--- src/rtl/fetch_unit_pkg.sv ---
// Shared definitions for the instruction fetch unit.
package fetch_unit_pkg;

    typedef enum logic [2:0] {
        RST_WAIT = 3'd0,
        FETCH    = 3'd1,
        HOLD     = 3'd2,
        DRAIN    = 3'd3,
        TRAP     = 3'd4
    } fetch_state_e;

    localparam logic [31:0] PC_STEP = 32'd4;

endpackage

--- src/rtl/fetch_unit_adder32.sv ---
// 32-bit wrap-around adder used for the sequential PC increment.
module adder32 (
    input  logic [31:0] a_i,
    input  logic [31:0] b_i,
    output logic [31:0] sum_o
);

    // Plain modulo-2^32 sum; carry out is intentionally dropped.
    assign sum_o = a_i + b_i;

endmodule

--- src/rtl/fetch_unit.sv ---
// Instruction fetch unit: one outstanding request, single-entry output
// register, redirect handling with drain of in-flight responses, and a
// sticky trap on misaligned redirect targets.
//
//   state    | meaning
//   ---------+-----------------------------------------------------------
//   RST_WAIT | first cycle after reset, no request
//   FETCH    | request at addr_q outstanding, response will be delivered
//   HOLD     | instruction held on instr_o until consumer takes it
//   DRAIN    | request at addr_q outstanding, response will be discarded
//   TRAP     | misaligned redirect seen, idle until reset
module fetch_unit
    import fetch_unit_pkg::*;
#(
    parameter logic [31:0] RESET_PC = 32'h0000_0000
) (
    input  logic        clk_i,
    input  logic        rst_i,
    output logic        imem_req_o,
    output logic [31:0] imem_addr_o,
    input  logic        imem_ack_i,
    input  logic [31:0] imem_rdata_i,
    input  logic        redirect_i,
    input  logic [31:0] redirect_pc_i,
    input  logic        stall_i,
    output logic        instr_valid_o,
    output logic [31:0] instr_o,
    output logic [31:0] instr_pc_o,
    output logic        misaligned_o,
    output logic [31:0] fetch_cnt_o
);

    fetch_state_e state_q, state_d;
    logic [31:0]  pc_q, pc_d;
    logic [31:0]  addr_q, addr_d;
    logic [31:0]  instr_q, instr_d;
    logic [31:0]  ipc_q, ipc_d;
    logic [31:0]  cnt_q, cnt_d;
    logic         valid_q, valid_d;
    logic         mis_q, mis_d;
    logic         trap_pend_q, trap_pend_d;
    logic [31:0]  pc_inc;
    logic         redir_al, redir_mis;

    adder32 u_pc_adder (
        .a_i   (pc_q),
        .b_i   (PC_STEP),
        .sum_o (pc_inc)
    );

    assign redir_al  = redirect_i && (redirect_pc_i[1:0] == 2'b00);
    assign redir_mis = redirect_i && (redirect_pc_i[1:0] != 2'b00);

    assign imem_req_o    = (state_q == FETCH) || (state_q == DRAIN);
    assign imem_addr_o   = addr_q;
    assign instr_valid_o = valid_q;
    assign instr_o       = instr_q;
    assign instr_pc_o    = ipc_q;
    assign misaligned_o  = mis_q;
    assign fetch_cnt_o   = cnt_q;

    // State and datapath registers.
    always_ff @(posedge clk_i or posedge rst_i) begin
        if (rst_i) begin
            state_q     <= RST_WAIT;
            pc_q        <= RESET_PC;
            addr_q      <= RESET_PC;
            instr_q     <= 32'd0;
            ipc_q       <= 32'd0;
            cnt_q       <= 32'd0;
            valid_q     <= 1'b0;
            mis_q       <= 1'b0;
            trap_pend_q <= 1'b0;
        end else begin
            state_q     <= state_d;
            pc_q        <= pc_d;
            addr_q      <= addr_d;
            instr_q     <= instr_d;
            ipc_q       <= ipc_d;
            cnt_q       <= cnt_d;
            valid_q     <= valid_d;
            mis_q       <= mis_d;
            trap_pend_q <= trap_pend_d;
        end
    end

    // Next-state logic; redirects outrank ack and stall in every state.
    always_comb begin
        state_d     = state_q;
        pc_d        = pc_q;
        addr_d      = addr_q;
        instr_d     = instr_q;
        ipc_d       = ipc_q;
        cnt_d       = cnt_q;
        valid_d     = valid_q;
        mis_d       = mis_q;
        trap_pend_d = trap_pend_q;
        case (state_q)
            RST_WAIT: begin
                if (redir_mis) begin
                    mis_d   = 1'b1;
                    state_d = TRAP;
                end else begin
                    state_d = FETCH;
                    if (redir_al) begin
                        pc_d   = redirect_pc_i;
                        addr_d = redirect_pc_i;
                    end
                end
            end
            FETCH: begin
                if (redir_mis) begin
                    mis_d   = 1'b1;
                    valid_d = 1'b0;
                    if (imem_ack_i) begin
                        state_d = TRAP;
                    end else begin
                        trap_pend_d = 1'b1;
                        state_d     = DRAIN;
                    end
                end else if (redir_al) begin
                    valid_d = 1'b0;
                    pc_d    = redirect_pc_i;
                    if (imem_ack_i) begin
                        addr_d  = redirect_pc_i;
                        state_d = FETCH;
                    end else begin
                        state_d = DRAIN;
                    end
                end else if (imem_ack_i) begin
                    instr_d = imem_rdata_i;
                    ipc_d   = addr_q;
                    valid_d = 1'b1;
                    state_d = HOLD;
                end
            end
            HOLD: begin
                if (redir_mis) begin
                    mis_d   = 1'b1;
                    valid_d = 1'b0;
                    state_d = TRAP;
                end else if (redir_al) begin
                    valid_d = 1'b0;
                    pc_d    = redirect_pc_i;
                    addr_d  = redirect_pc_i;
                    state_d = FETCH;
                end else if (!stall_i) begin
                    valid_d = 1'b0;
                    cnt_d   = cnt_q + 32'd1;
                    pc_d    = pc_inc;
                    addr_d  = pc_inc;
                    state_d = FETCH;
                end
            end
            DRAIN: begin
                if (redir_mis) begin
                    mis_d       = 1'b1;
                    valid_d     = 1'b0;
                    trap_pend_d = 1'b1;
                end else if (redir_al) begin
                    pc_d = redirect_pc_i;
                end
                if (imem_ack_i) begin
                    if (trap_pend_q || redir_mis) begin
                        state_d = TRAP;
                    end else begin
                        addr_d  = pc_d;
                        state_d = FETCH;
                    end
                end
            end
            TRAP: begin
                state_d = TRAP;
            end
            default: begin
                state_d = RST_WAIT;
            end
        endcase
    end

endmodule

--- config.mk ---
export PLATFORM = sky130hd
export DESIGN_NAME = fetch_unit
export DESIGN_NICKNAME = d
export VERILOG_FILES = /design/src/rtl/fetch_unit_pkg.sv /design/src/rtl/fetch_unit_adder32.sv /design/src/rtl/fetch_unit.sv
export SDC_FILE = /design/constraint.sdc
export NUM_CORES = 1
export LEC_CHECK = 0
export ABC_AREA = 1
export CAP_MARGIN = 15
export CORE_ASPECT_RATIO = 1.1
export CORE_MARGIN = 2
export CORE_UTILIZATION = 30
export DETAILED_ROUTE_END_ITERATION = 7
export MAX_ROUTING_LAYER = met4
export PLACE_DENSITY = 0.54
export SLEW_MARGIN = 20
export SYNTH_ARGS = -nofsm -noshare
export SYNTH_HDL_FRONTEND = slang
export SYNTH_SLANG_ARGS = --single-unit
--- constraint.sdc ---
create_clock -name clk_i -period 7.6 [get_ports clk_i]
set_input_delay 1.52 -clock clk_i [delete_from_list [all_inputs] [get_ports clk_i]]
set_output_delay 1.52 -clock clk_i [all_outputs]
set_load 0.02 [all_outputs]
-- After elaboration in Yosys (flattened, before gate mapping)
Index checks and enable logic that the tools add are counted.
- register bits after elaboration: 166
- bits of input ports: 69
- memory bits (read-only): 0
- latch bits: 0
- memories: 0
- memory bits (writable): 0
- word-level logic and storage cells: 91
- output and inout bits: 131
- multiplexer cells: 38
- multiply operators: 0
- $lt $le $gt $ge: 0
- eq/ne operators: 18
- bitwise operators: 3
- shifts and indexed selects: 0
- reductions and logical operators: 21
- add/subtract/negate cells: 2
- div/mod/pow operators: 0
- operators with widths (cell ; number):
    $mux 32 ; 12
    $pmux 32 s4 ; 1
    $pmux 32 s2 ; 1
    $add 32x1->32 const B ; 1
    $add 32x3->32 const B ; 1
    $mux 3 ; 10
    $ne 2x2->1 const B ; 11
    $reduce_and 4->1 ; 4
    $pmux 3 s5 ; 1
    $mux 1 ; 10
    $reduce_and 10->1 ; 1
    $ne 4x4->1 const B ; 2
    $eq 3x2->1 const B ; 2
    $reduce_and 3->1 ; 2
    $reduce_bool 2->1 ; 3
    $reduce_bool 4->1 ; 1
    $reduce_or 4->1 ; 1
    $eq 3x1->1 const B ; 1
    $eq 3x3->1 const B ; 1
    $logic_not 3->1 ; 1
    $ne 3x3->1 const B ; 1
    $not 1->1 ; 3
    $pmux 1 s3 ; 1
    $reduce_bool 3->1 ; 1
    other kinds (7) ; 9

-- Logic depth before layout (Yosys ltp)
Gate-level depths: netlist (run 1).
- depth after elaboration: 7
- mapped depth: 11

-- Cells and area by module
Synthesis (run 1) repeated with hierarchy kept, for this count alone.
- cells, all modules: 1593
- area total of the unflattened synthesis: 11094.4 um^2
- by module, submodules not included (module ; cells an instance ; area each (um^2) ; instances):
    fetch_unit ; 1099 ; 8709.6 ; 1
    adder32 ; 494 ; 2384.8 ; 1

-- Worst setup path after synthesis (run 1)
Ideal clock, no wire load.
- path kind: input to register
- from: input port redirect_pc_i[1]
- to: register addr_q[9], in the netlist imem_addr_o[9]
- data required time: 7.482 ns
- path slack: 4.889 ns
- stages: 10
- library setup time: 0.118 ns
- buffers on the path: 2
- arrival: 2.593 ns
- cell sequence: nor2_1 nand2_1 buf_2 buf_2 nand3_1 nand3_1 nand2_1 nand3_1 a21oi_1 inv_1
- longest elaborated chain between the ends: 7
- elaborated cells on any way between the ends: 20
- classes of those cells: 7 x eq/ne; 7 x mux; 6 x reduce/logical
- ends and longest elaborated chain (element ; RTL line ; text):
    start, declared ; fetch_unit.sv:24 ; input logic [31:0] redirect_pc_i,
    $logic_not 2->1 ; fetch_unit.sv:51 ; assign redir_al = redirect_i && (redirect_pc_i[1:0] == 2'b00);
    $logic_and 1x1->1 ; fetch_unit.sv:51 ;
    $mux 32 ; fetch_unit.sv:160 ; end else if (redir_al) begin
    $mux 32 ; fetch_unit.sv:156 ; if (redir_mis) begin
    $mux 32 ; fetch_unit.sv:164 ; if (trap_pend_q || redir_mis) begin
    $mux 32 ; fetch_unit.sv:163 ; if (imem_ack_i) begin
    $pmux 32 s4 ; fetch_unit.sv:98 ; case (state_q)
    end signal, assigned ; fetch_unit.sv:77 ; addr_q <= addr_d;
    end, declared ; fetch_unit.sv:35 ; logic [31:0] addr_q, addr_d;
Several ways; a longest one is shown, not always the timed one. The select of a mux whose other input is x is not followed.
A chain may end at the register's enable or synchronous reset.

-- Final worst setup path (run 1)
- from: input port redirect_pc_i[1]
- to: register pc_q[5]
- longest elaborated chain between the ends: 5
- elaborated cells on any way between the ends: 12
- classes of those cells: 2 x eq/ne; 5 x mux; 5 x reduce/logical
- ends and longest elaborated chain (element ; RTL line ; text):
    $logic_not 2->1 ; fetch_unit.sv:51 ;
    $logic_and 1x1->1 ; fetch_unit.sv:51 ;
    $mux 32 (on tied branches) ; fetch_unit.sv:160, fetch_unit.sv:142 ;
    $mux 32 (on tied branches) ; fetch_unit.sv:156, fetch_unit.sv:138 ;
    $pmux 32 s2 ; fetch_unit.sv:98 ;
    end signal, assigned ; fetch_unit.sv:76 ; pc_q <= pc_d;
    end, declared ; fetch_unit.sv:34 ; logic [31:0] pc_q, pc_d;
Several ways; a longest one is shown, not always the timed one. The select of a mux whose other input is x is not followed.

==> results of run 1 <==
kinds of logic (layout without fill, tap and decap cells):
family / Yosys count / after routing / synth area share
simple gates: 547 / 547 / 0.2622
buf+inv: 140 / 333 / 0.06965
fa+ha+maj: 2 / 2 / 0.002780
mux: 56 / 56 / 0.07007
flops: 166 / 166 / 0.4616
xor+xnor: 29 / 29 / 0.02822
compound gates: 175 / 175 / 0.1055
flip-flops by register name (all words and copies together) (netlist names):
name           flops
fetch_cnt_o       32
imem_addr_o       32
instr_o           32
instr_pc_o        32
pc_q              32
state_q            3
instr_valid_o      1
misaligned_o       1
trap_pend_q        1
power by group through the flow:
stage | Combinational, mW | Sequential (mW) | Clock (mW)
3_3_place_gp | 2.35 | 1.56 | 0
4_1_cts | 2.38 | 1.55 | 0.920
3_5_place_dp | 2.37 | 1.57 | 0
6_report | 2.37 | 1.55 | 0.893
2_1_floorplan | 1.20 | 1.82 | 0
5_1_grt | 2.61 | 1.60 | 0.958
worst paths after layout:
| kind | endpoint | slack, ps | cells after the start |
|---|---|---|---|
| setup / recovery | pc_q[5] | 3480 | 9 |
| hold / removal | misaligned_o | 480 | 1 |
| setup reg to reg | pc_q[6] | 4770 | 9 |
| hold reg to reg | misaligned_o | 480 | 1 |
| max in group asynchronous | trap_pend_q | 4680 | 3 |
| min in group asynchronous | instr_o[27] | 1580 | 2 |
cell type report:
type                       count  share of cell area
clock buffer                  17             0.03592
clock inverter                15             0.01394
inverter                      97             0.03190
multi-input combinational    809              0.3566
sequential                   166              0.3507
tap                          374             0.03951
timing repair buffer         204              0.1713
synthesized netlist by cell type (all sizes together), types with 8 or more instances:
| cell type | count |
|---|---|
| nor3 | 10 |
| buf | 35 |
| inv | 97 |
| nand3 | 72 |
| nand2 | 264 |
| mux2 | 56 |
| xor2 | 16 |
| dfrtp | 166 |
| nor2 | 168 |
| xnor2 | 13 |
| o21ai | 86 |
| o22ai | 20 |
| a21oi | 52 |
| clkbuf | 8 |
| nand4 | 21 |
worst max-delay path, delay by kind of cell:
kind	cells	cell delay, ps
buf+inv	3	1800
simple gates	2	170
compound gates	4	920
cells in the final DEF (no fill, tap or decap), types with 3 or more instances in the layout:
cell and instances:
o22ai_1 20, dfrtp_1 166, nand2_4 5, mux2_1 7, nor3_1 8, mux2_2 49
or2_2 5, a21oi_1 52, o211ai_1 5, a31oi_1 4, nand2_1 255, o21ai_1 10
xor2_1 16, inv_4 3, xnor2_1 13, clkinv_2 4, buf_4 5, o21ai_0 76
inv_6 8, inv_1 87, nor2_4 3, nor2_2 6, inv_2 5, o21a_1 3
clkbuf_16 17, nand2_2 4, nand4_1 21, nand3_1 72, nor2_1 158, clkdlybuf4s50_1 199
stage by stage:
| step | cell area, um^2 | setup WS (ps) | power, mW | utilization | hold slack (ps) |
|---|---|---|---|---|---|
| 6_report | 11840 | 3484 | 4.812 | 0.4006 | 478.4 |
| 5_1_grt | 11840 | 3186 | 5.171 | 0.4006 | 507.2 |
| 4_1_cts | 11840 | 3643 | 4.858 | 0.4006 | 484.0 |
| 3_5_place_dp | 11250 | 3203 | 3.939 | 0.3806 | 467.2 |
| 3_3_place_gp | 11250 | 3189 | 3.901 | 0.3806 | 452.2 |
| 2_1_floorplan | 9000 | 1590 | 3.013 | - | 453.0 |
routing by layer:
metal	vias up	global-route usage	share of wire	wire length, um
met3	42	0.03317	0.058	1563
met4	0	0.06120	0.024	637
met1	3929	0.2251	0.47	12490
li1	4033	-	-	-
met2	286	0.2872	0.45	12130
met5	-	-	0	0
==> qor.yml, run 1 <==
run_status:
  outcome: "finished, final reports clean"
setup_path:
  slowest_delay_ps: 880
  path_class: "input port to register"
  critPathLaunch: "redirect_pc_i[1]"
  r2r-start: "state_q[2]"
  cp_data_required_time_ps: 7900
  crit_fanout: 71
  end_kind: "register"
  crit_arrival_ps: 4410
  cp_common_cell: "o21ai_0"
  crit_slowest_cell: "clkinv_2"
  start_kind: "input port"
  cp_cell_sequence: "clkdlybuf4s50_1 > nor2_1 > nand2_1 > buf_4 > clkinv_2 > o21ai_0 > a21oi_1 > o21ai_0 > o21ai_0"
routing:
  vias: 8290
  drt_iter0_markers: 502
  firstDrtPassIters: 5
  drt_wl_total_um: 26820
  drt-wirelength-per-cell_um: 15.95
  drc: 0
  detail_route.vias_per_cell: 4.929
  antenna_left: 0
timing:
  fin_skew_ps: 15.10
  rsz0062_at_grt: "false"
  fin_crit_sh: 0.5416
  tightest_slew_ps: 1012
  setup_violations: 0
  period_minus_slack_ps: 4116
  clock.fmax_mhz: 242.9
  fin_setup_tns_ps: 0
  relSlewSlack: 0.3251
  drv_slew: 0
  hold_viol: 0
global_route:
  grt_pass1_wl_um: 42900
  grt_max_degree: 74
  grt_usage: 0.1779
  grt_antenna_before_repair: 0
  grt_pass1_vias: 8144
  grt_overflow_total: 0
synthesis:
  syn_area_um2: 9000
  ys_seq_area_frac: 0.4616
  synth-seq-cells: 166
  ys.flop_type: "dfrtp_1"
  synth_nets: 1186
  syn_avg_cell_area_um2: 8.072
  synth_edf_count: 0
  ys_types: 44
  syn_inst: 1115
  synth_top_area_share: 0.4616
  yosysWarningCount: 0
  yosysTopAreaCell: "dfrtp_1"
  async_flop_share: 1.000
  ys_top_cells_by_area: "dfrtp_1 (46%), nand2_1 (11%), nor2_1 (6.6%)"
clock_network:
  htree_levels: 4
  root_buffer: "clkbuf_16"
  cts_tree: "yes"
  cts_made_buffers: 17
  clkLatencyLatePin_ps: 440
  cts.clk_slew.worst_paths_ps: 70
  cts_resized: 0
  cts_buffer_depth: 2
  ctsHoldBuffers: 0
  cts_sinks: 166
  cts_setup_buffers: 0
placement:
  globalplace.congestion: 0.8479
  dp.final_hpwl_um: 18100
  dp.cells: 1650
  portBuffers: 199
final_layout:
  fill_cells: 3021
  nets: 1366
  multiInputGateArea_um2: 4224
  antenna_cells: 0
  drive_above_1_share: 0.09557
  area_growth_pct: 31.60
  seqCellArea_um2: 4154
  instances_no_fill: 1682
floorplan:
  dieArea_um2: 31400
  coreArea_um2: 29560
  die_y_um: 185.7
  io-pin-count: 200
  die_x_um: 169.1
  start_util: 0.3044
  row_count: 66
worst_hold_path:
  hp-start: "misaligned_o"
  hold_class: "register to register"
pwr:
  power_frac_seq: 0.322
  p_per_area_nw_per_um2: 406.3
  combPwrFrac: 0.493
  leakagePower_nw: 5.316
  ir_worst_vdd_mv: 0.1692
  pwr-share-clk: 0.186
  internal-power_mw: 2.738
  switchingPower_mw: 2.074
  p_sw_frac: 0.4310
job:
  drv_cap: 0
Power figures use the tool's default switching activity.
==> inputs of run 2 (changes only) <==
Clock period 7.6 ns to 3.8 ns, I/O delays scaled along.
==> run 2 against run 1 <==
Effect of this change: sequential cell count did not move; first-iteration DRC count rose by 36%; hold slack got worse by 4.4 ps; final cell count rose by 0.30%; non-clock buffer count rose by 6; count of clock-buffer cells in the layout rose by 1; critical path depth fell by 7; final area rose by 0.57%; largest power group unchanged.
==> qor.yml, run 2 (same netlist as run 1, synthesis figures left out) <==
routing:
  detail_route.vias_per_cell: 4.908  # -0.42%
  drc: 0  # unchanged
  drt-wirelength-per-cell_um: 15.94  # about the same
  drt_iter0_markers: 685  # +36%
  firstDrtPassIters: 5  # unchanged
  vias: 8280  # -0.12%
  drt_wl_total_um: 26900  # +0.27%
  antenna_left: 0  # unchanged
placement:
  placed_area_um2: 11340  # +0.77%
  dp.final_hpwl_um: 18600  # +2.8%
  portBuffers: 199  # unchanged
  dp.cells: 1656  # +0.36%
  post-place-ws_ps: 812.8  # -2390 ps
  globalplace.congestion: 0.8563  # +0.99%
pwr:
  ir_worst_vdd_mv: 0.3345  # +98%
  internal-power_mw: 5.507  # +100%
  pwr-share-clk: 0.181  # -0.005
  combPwrFrac: 0.498  # +0.005
  leakagePower_nw: 5.342  # +0.49%
  p_per_area_nw_per_um2: 808.5  # +99%
  total_power_mw: 9.630  # +100%
  p_sw_frac: 0.4281  # -0.002888
  switchingPower_mw: 4.123  # +99%
  power_frac_seq: 0.321  # about the same
clock_network:
  cts_buffer_depth: 2  # unchanged
  cts.clk_slew.worst_paths_ps: 70  # about the same
  clkLatencyLatePin_ps: 440  # about the same
  cts_sinks: 166  # unchanged
  htree_levels: 4  # unchanged
  root_buffer: "clkbuf_16"
  cts_setup_buffers: 0  # unchanged
  cts_made_buffers: 17  # unchanged
  ctsHoldBuffers: 0  # unchanged
  cts_resized: 0  # unchanged
  cts_tree: "yes"
timing:
  relSlewSlack: 0.3338  # +0.008770
  setup_violations: 0  # unchanged
  fin_ws_ps: 1155  # -2329 ps
  fin_setup_tns_ps: 0  # unchanged
  fin_skew_ps: 17.15  # +2.040 ps
  fin_crit_sh: 0.6961
  hold_viol: 0  # unchanged
  drv_slew: 0  # unchanged
  period_minus_slack_ps: 2645
  rsz0062_at_grt: "false"
  tightest_slew_ps: 999.3  # -13.15 ps
  clock.fmax_mhz: 378.0
final_layout:
  final_cell_area_um2: 11910  # +0.57%
  nets: 1372  # +0.44%
  area_growth_pct: 32.35
  drive_above_1_share: 0.09825  # +0.002683
  layout_common_cells: "nand2_1 (255), clkdlybuf4s50_1 (199), dfrtp_1 (166)"
  instances_no_fill: 1687  # +0.30%
  antenna_cells: 0  # unchanged
  final_common_cell: "nand2_1"
worst_hold_path:
  hold_class: "register to register"
setup_path:
  crit_arrival_ps: 1890  # -2520 ps
  crit_fanout: 7  # -90%
  critPathLaunch: "state_q[2]"
  ff2ff_path_depth: 9  # unchanged
  end_kind: "primary output"
  r2r-start: "state_q[2]"
  ff2ff_setup_slack_ps: 1390  # -3380 ps
  r2r-end: "imem_addr_o[30]"
  endpoint: "imem_req_o"
  start_kind: "register"
  path_class: "register to primary output"
  cp_data_required_time_ps: 3040  # -4860 ps
floorplan:
  coreArea_um2: 29560  # unchanged
  io-pin-count: 200  # unchanged
  row_count: 66  # unchanged
  die_x_um: 169.1  # unchanged
  dieArea_um2: 31400  # unchanged
  start_util: 0.3044  # unchanged
  die_y_um: 185.7  # unchanged
global_route:
  grt_pass1_wl_um: 42900  # unchanged
  grt_antenna_before_repair: 0  # unchanged
  grt_max_degree: 92  # +24%
  grt_overflow_total: 0  # unchanged
  grt_usage: 0.1780  # about the same
  grt_pass1_vias: 8035  # -1.3%
run_status:
  outcome: "finished, final reports clean"
job:
  drv_cap: 0  # unchanged
==> run 2: cell type report <==
cell class | count | area (um^2)
Timing Repair Buffer | 210 | 2112
Multi-Input combinational cell | 809 | 4229
Tap cell | 374 | 467.9
Clock buffer | 18 | 429.2
Fill cell | 2988 | 17650
Inverter | 97 | 375.4
Sequential cell | 166 | 4154
Clock inverter | 13 | 143.9
==> run 2: power groups by stage <==
stage	Sequential [mW]	Clock [mW]	Combinational (mW)
floorplan	3.63	0	2.39
global placement	3.13	0	4.75
detailed placement	3.13	0	4.82
CTS	3.11	1.80	4.83
global route	3.22	1.87	5.31
finish	3.09	1.74	4.80
==> run 2: worst min-delay path by stage <==
stage / depth (start not counted) / to / slack (ps) / startpoint
after global placement: 1 / misaligned_o / 450 / misaligned_o
after global routing: 1 / misaligned_o / 500 / misaligned_o
after CTS: 1 / misaligned_o / 480 / misaligned_o
final: 1 / misaligned_o / 470 / misaligned_o
after detailed placement: 1 / misaligned_o / 460 / misaligned_o
after floorplan: 2 / trap_pend_q / 450 / trap_pend_q
==> run 2: layer usage <==
layer  GRT usage  vias to the layer above  part of all wire
met5           -                        -                 0
met4     0.04923                        0             0.013
met3     0.02913                       28             0.051
met2      0.2903                      264              0.47
met1      0.2302                     3948              0.47
li1            -                     4040                 -
==> run 2: stage by stage <==
| stage | util | hold WS (ps) |
|---|---|---|
| after floorplan | - | 453.0 |
| after global placement | 0.3835 | 445.7 |
| after detailed placement | 0.3835 | 457.4 |
| after CTS | 0.4029 | 476.2 |
| after global routing | 0.4029 | 497.4 |
| final | 0.4029 | 474.0 |
==> run 2: critical path, cell delays in order (launching register included) <==
cell	delay [ps]
dfrtp_1	500
nor2_4	270
clkdlybuf4s50_1	680
